===== src/rtl/ctrl_adder_pipe_pkg.sv =====
// rtl/ctrl_adder_pipe_pkg.sv - shared constants and operand typedef for the controlled adder pipe
package ctrl_adder_pipe_pkg;

    localparam int W_DEF     = 16;
    localparam int HALF_DEF  = W_DEF / 2;
    localparam int CNT_W_DEF = 16;

    typedef struct packed {
        logic [W_DEF-1:0] a;
        logic [W_DEF-1:0] b;
        logic [W_DEF-1:0] ctrl;
    } operand_t;

endpackage


===== src/rtl/ctrl_add_half.sv =====
// rtl/ctrl_add_half.sv - combinational controlled adder slice, exact or OR-approximate per bit
module ctrl_add_half
    import ctrl_adder_pipe_pkg::*;
#(
    parameter int N = HALF_DEF
) (
    input  logic [N-1:0] a_i,
    input  logic [N-1:0] b_i,
    input  logic [N-1:0] ec_i,
    input  logic         cin_i,
    output logic [N-1:0] sum_o,
    output logic         cout_o
);

    logic c;

    // An approximate bit drops the incoming carry and emits none, splitting the chain.
    always_comb begin
        c     = cin_i;
        sum_o = '0;
        for (int i = 0; i < N; i++) begin
            if (ec_i[i]) begin
                sum_o[i] = a_i[i] ^ b_i[i] ^ c;
                c        = (a_i[i] & b_i[i]) | (a_i[i] & c) | (b_i[i] & c);
            end else begin
                sum_o[i] = a_i[i] | b_i[i];
                c        = 1'b0;
            end
        end
        cout_o = c;
    end

endmodule


===== src/rtl/ctrl_adder_pipe.sv =====
// rtl/ctrl_adder_pipe.sv - two-stage valid/ready controlled approximate adder with op counter
module ctrl_adder_pipe
    import ctrl_adder_pipe_pkg::*;
#(
    parameter int W     = W_DEF,
    parameter int CNT_W = CNT_W_DEF
) (
    input  logic             clk,
    input  logic             rst_n,
    input  logic             in_valid,
    output logic             in_ready,
    input  logic [W-1:0]     in_a,
    input  logic [W-1:0]     in_b,
    input  logic [W-1:0]     in_ctrl,
    input  logic             exact_mode,
    output logic             out_valid,
    input  logic             out_ready,
    output logic [W-1:0]     out_sum,
    output logic             out_cout,
    output logic [CNT_W-1:0] op_count
);

    localparam int H = W / 2;

    logic [W-1:0]     ec_d;
    logic [H-1:0]     sum_lo_d;
    logic             c_mid_d;
    logic [H-1:0]     sum_hi_d;
    logic             cout_d;

    logic             s1_v_q;
    logic [H-1:0]     s1_sum_lo_q;
    logic             s1_c_q;
    logic [H-1:0]     s1_a_hi_q;
    logic [H-1:0]     s1_b_hi_q;
    logic [H-1:0]     s1_ec_hi_q;

    logic             out_valid_q;
    logic [W-1:0]     out_sum_q;
    logic             out_cout_q;
    logic [CNT_W-1:0] op_count_q;

    logic             accept;
    logic             stage2_adv;

    assign ec_d = in_ctrl | {W{exact_mode}};

    ctrl_add_half #(.N(H)) u_lo (
        .a_i   (in_a[H-1:0]),
        .b_i   (in_b[H-1:0]),
        .ec_i  (ec_d[H-1:0]),
        .cin_i (1'b0),
        .sum_o (sum_lo_d),
        .cout_o(c_mid_d)
    );

    ctrl_add_half #(.N(H)) u_hi (
        .a_i   (s1_a_hi_q),
        .b_i   (s1_b_hi_q),
        .ec_i  (s1_ec_hi_q),
        .cin_i (s1_c_q),
        .sum_o (sum_hi_d),
        .cout_o(cout_d)
    );

    // Ready is combinational through stage 2 so a full pipe still streams one op per cycle.
    assign stage2_adv = s1_v_q & (~out_valid_q | out_ready);
    assign in_ready   = ~s1_v_q | stage2_adv;
    assign accept     = in_valid & in_ready;

    always_ff @(posedge clk or negedge rst_n) begin
        if (!rst_n) begin
            s1_v_q      <= 1'b0;
            s1_sum_lo_q <= '0;
            s1_c_q      <= 1'b0;
            s1_a_hi_q   <= '0;
            s1_b_hi_q   <= '0;
            s1_ec_hi_q  <= '0;
            out_valid_q <= 1'b0;
            out_sum_q   <= '0;
            out_cout_q  <= 1'b0;
            op_count_q  <= '0;
        end else begin
            if (accept) begin
                s1_v_q      <= 1'b1;
                s1_sum_lo_q <= sum_lo_d;
                s1_c_q      <= c_mid_d;
                s1_a_hi_q   <= in_a[W-1:H];
                s1_b_hi_q   <= in_b[W-1:H];
                s1_ec_hi_q  <= ec_d[W-1:H];
            end else if (stage2_adv) begin
                s1_v_q <= 1'b0;
            end

            if (stage2_adv) begin
                out_valid_q <= 1'b1;
                out_sum_q   <= {sum_hi_d, s1_sum_lo_q};
                out_cout_q  <= cout_d;
            end else if (out_ready) begin
                out_valid_q <= 1'b0;
            end

            if (out_valid_q && out_ready) begin
                op_count_q <= op_count_q + 1'b1;
            end
        end
    end

    assign out_valid = out_valid_q;
    assign out_sum   = out_sum_q;
    assign out_cout  = out_cout_q;
    assign op_count  = op_count_q;

endmodule

===== config.mk =====
export PLATFORM = sky130hd
export DESIGN_NAME = ctrl_adder_pipe
export DESIGN_NICKNAME = d
export VERILOG_FILES = /design/src/rtl/ctrl_adder_pipe_pkg.sv /design/src/rtl/ctrl_add_half.sv /design/src/rtl/ctrl_adder_pipe.sv
export SDC_FILE = /design/constraint.sdc
export NUM_CORES = 1
export LEC_CHECK = 0
export CAP_MARGIN = 20
export CELL_PAD_IN_SITES_DETAIL_PLACEMENT = 1
export CELL_PAD_IN_SITES_GLOBAL_PLACEMENT = 2
export CORE_MARGIN = 2
export CORE_UTILIZATION = 32
export CTS_CLUSTER_DIAMETER = 200
export DETAILED_ROUTE_END_ITERATION = 16
export HOLD_SLACK_MARGIN = 0.08
export PLACE_DENSITY_LB_ADDON = 0.3
export REMOVE_ABC_BUFFERS = 1
export SLEW_MARGIN = 10
export SYNTH_ARGS = -nofsm -noshare
export SYNTH_HDL_FRONTEND = slang
export SYNTH_HIERARCHICAL = 1
export SYNTH_SLANG_ARGS = --single-unit

===== constraint.sdc =====
create_clock -name clk -period 6.3 [get_ports clk]
set_clock_uncertainty 0.1 [all_clocks]
set_input_delay 0.945 -clock clk [delete_from_list [all_inputs] [get_ports clk]]
set_output_delay 0.945 -clock clk [all_outputs]
set_load 0.02 [all_outputs]

==> impl_metrics.toml <==
[final_layout]
final_nets = 487
mostFrequentLayoutCells = "clkdlybuf4s50_1 (86), dfrtp_1 (68), mux2_2 (42), inv_1 (37), nand2_1 (23)"
filler_cell_count = 1198
final_common_cell = "clkdlybuf4s50_1"
n_antenna_cell = 0
fin_util = 0.451
drive_gt1_frac = 0.177
area_growth_pct = 36.8

[yosys]
synth-seq-area-share = 0.472
syn_inst = 308
synth_top_family_by_area = "adder cells"
syn-cell-area_sq_um = 3610
yosysUniqueCellTypes = 28
synth-compound-area-share = 0.0278
synth-xor-area-share = 0.0364
ys_seq_elements = 68
synth_mux_area_frac = 0.145
synth-simple-area-share = 0.117
yosysWarnings = 6
synth_fa_ha_area_frac = 0.148
syn_avg_cell_area_sq_um = 11.7

[clocking]
cts.sinks = 68
cts_inserted_buffers = 9
cts_tree = "done"
clk_latency_ps = 320
cts_root_buffer = "clkbuf_16"
htreeDepth = 3
hold_buffers = 0
cts.clk_slew.worst_paths_ps = 60
cts_resized = 0
post-cts-setup-buffers = 0
clock_path_buffers = 2

[hold_path]
min_path_type = "reg2reg"
hp-start = "op_count[15]"

[sta]
finalMaxSlewViolations = 0
max_slew_margin = 0.407
post-route-period-util = 0.917
setup_viol = 0
worstMarginPinSlew_ps = 886
worst_hold_slack_ps = 388
layout_min_cycle_time_ps = 5770
fin_tns_setup_ps = 0
hold_violations = 0
fmaxAchievable_ghz = 0.173
rsz0062_at_grt = "no"

[global_route]
grt-ovfl-total = 0
antenna_found_initial = 0
grt_pass1_vias = 2542
grt_pass1_wl_microns = 12300
grt_max_degree = 69
track_usage = 0.132

[die]
coreArea_sq_um = 10900
pin_count = 88
rows = 38
fp.dieH_microns = 110
dieArea_sq_um = 12100
start_util = 0.330
die_w_microns = 110

[flow_run]
max_cap_violations = 0

[critical_path]
critPathKind = "in2reg"
r2r-start = "s1_a_hi_q[0]"
worstPathMaxFanout = 2
path_cells = "clkdlybuf4s50_1, or2_2, nor2b_1, fa_1, and2_1, fa_1, and2_1, fa_1, and2_1, fa_1, and2_1, fa_1, and2_1, fa_1, and2_1, fa_1, nand2_1, o21ai_0, mux2_2"
start_kind = "input pin"
cp_common_cell = "fa_1"
required_ps = 6400
crit_start = "exact_mode"
arrival_ps = 5880
crit_buf_inv = 1
slowest_stage = "clkdlybuf4s50_1"
end_kind = "flop"
critPathMaxStageDelay_ps = 440
crit_family = "adder cells"

[power_and_ir_drop]
powerDensity_nw_per_um2 = 333
leakagePower_uw = 0.00225
ir_drop_mv = 0.148

[place]
numPortBuffers = 87
gp_congestion = 0.686
dpl.hpwl_microns = 5500

[run_status]
status = "finished clean"

[drt]
vias = 2444
drc = 0
routed_via_density = 4.48
wl_per_cell_microns = 13.8
drt_iter0_drc = 29
ant_nets = 0
drt-total-wl_microns = 7550
drtPass1Iterations = 4
==> worst paths after layout <==
kind	end	slack (ps)	cells after the start
hold / removal	op_count[15]	390	1
setup reg to reg	out_sum[15]	1350	19
setup / recovery	s1_sum_lo_q[7]	530	19
max in group asynchronous	s1_ec_hi_q[5]	4910	1
min in group asynchronous	out_sum[6]	630	1
hold reg to reg	op_count[15]	390	1
==> Yosys cell counts, drive strengths merged <==
library cell | instances | area, sq um
o21ai | 20 | 100
and3 | 2 | 12.5
nand3b | 1 | 11.3
fa | 16 | 320
conb | 1 | 3.75
inv | 37 | 139
nand4 | 2 | 12.5
and3b | 1 | 8.76
and2 | 14 | 87.6
xor2 | 6 | 52.6
mux2i | 4 | 40.0
ha | 17 | 213
or2 | 8 | 50.1
xnor2 | 9 | 78.8
nand2b | 3 | 18.8
dfrtp | 68 | 1700
nand2 | 25 | 98.8
buf | 5 | 46.3
nor2 | 12 | 45.0
mux2 | 43 | 484
nand3 | 9 | 45.0
nor2b | 2 | 12.5
clkbuf | 1 | 3.75
nor3 | 2 | 20.0
==> layout make-up <==
cell class                 instances  area, sq um  area share
sequential                        68         1700       0.345
clock inverter                     5         85.1      0.0172
inverter                          37          139      0.0281
timing repair buffer              88          876       0.177
clock buffer                      11          243      0.0492
tap                              140          175      0.0355
multi-input combinational        197         1720       0.348
==> sequential cells by signal, summed over array words and instances, names as in the netlist <==
register and count:
op_count 16, out_cout 1, out_sum 16, out_valid 1
s1_a_hi_q 8, s1_b_hi_q 8, s1_c_q 1, s1_ec_hi_q 8
s1_sum_lo_q 8, s1_v_q 1
==> kinds of logic (layout without fill, tap and decap cells) <==
| family | after synthesis | count (layout) |
|---|---|---|
| buffers and inverters | 43 | 141 |
| muxes | 47 | 47 |
| AOI/OAI and AO/OA | 20 | 20 |
| adders and majority gates | 33 | 33 |
| and+or+nand+nor | 81 | 81 |
| other | 1 | 1 |
| DFF | 68 | 68 |
| xor gates and xnor gates | 15 | 15 |
==> report_power, final <==
group | internal [uW] | switching (uW) | leakage (uW)
logic | 260 | 220 | 0.00128
registers | 539 | 78.6 | 0.000817
clock network | 359 | 185 | 0.000156
==> stage by stage <==
stage	setup slack [ps]	cells	total power, uW	cell area [sq um]
after floorplan	899	302	872	3560
after global placement	279	530	1090	4610
after detailed placement	146	530	1110	4610
after CTS	499	546	1670	4930
after global routing	344	546	1750	4930
final	525	546	1640	4930
==> routing by layer <==
layer  share of wire  global-route usage  routed length (microns)  vias to the layer above
li1                -                   -                        -                     1170
met1            0.42               0.165                     3160                     1209
met2            0.51               0.223                     3810                       54
met3           0.060              0.0335                      452                       11
met4           0.016              0.0482                      121                        0
met5               0                   0                        0                        -
Power figures use the tool's default switching activity.
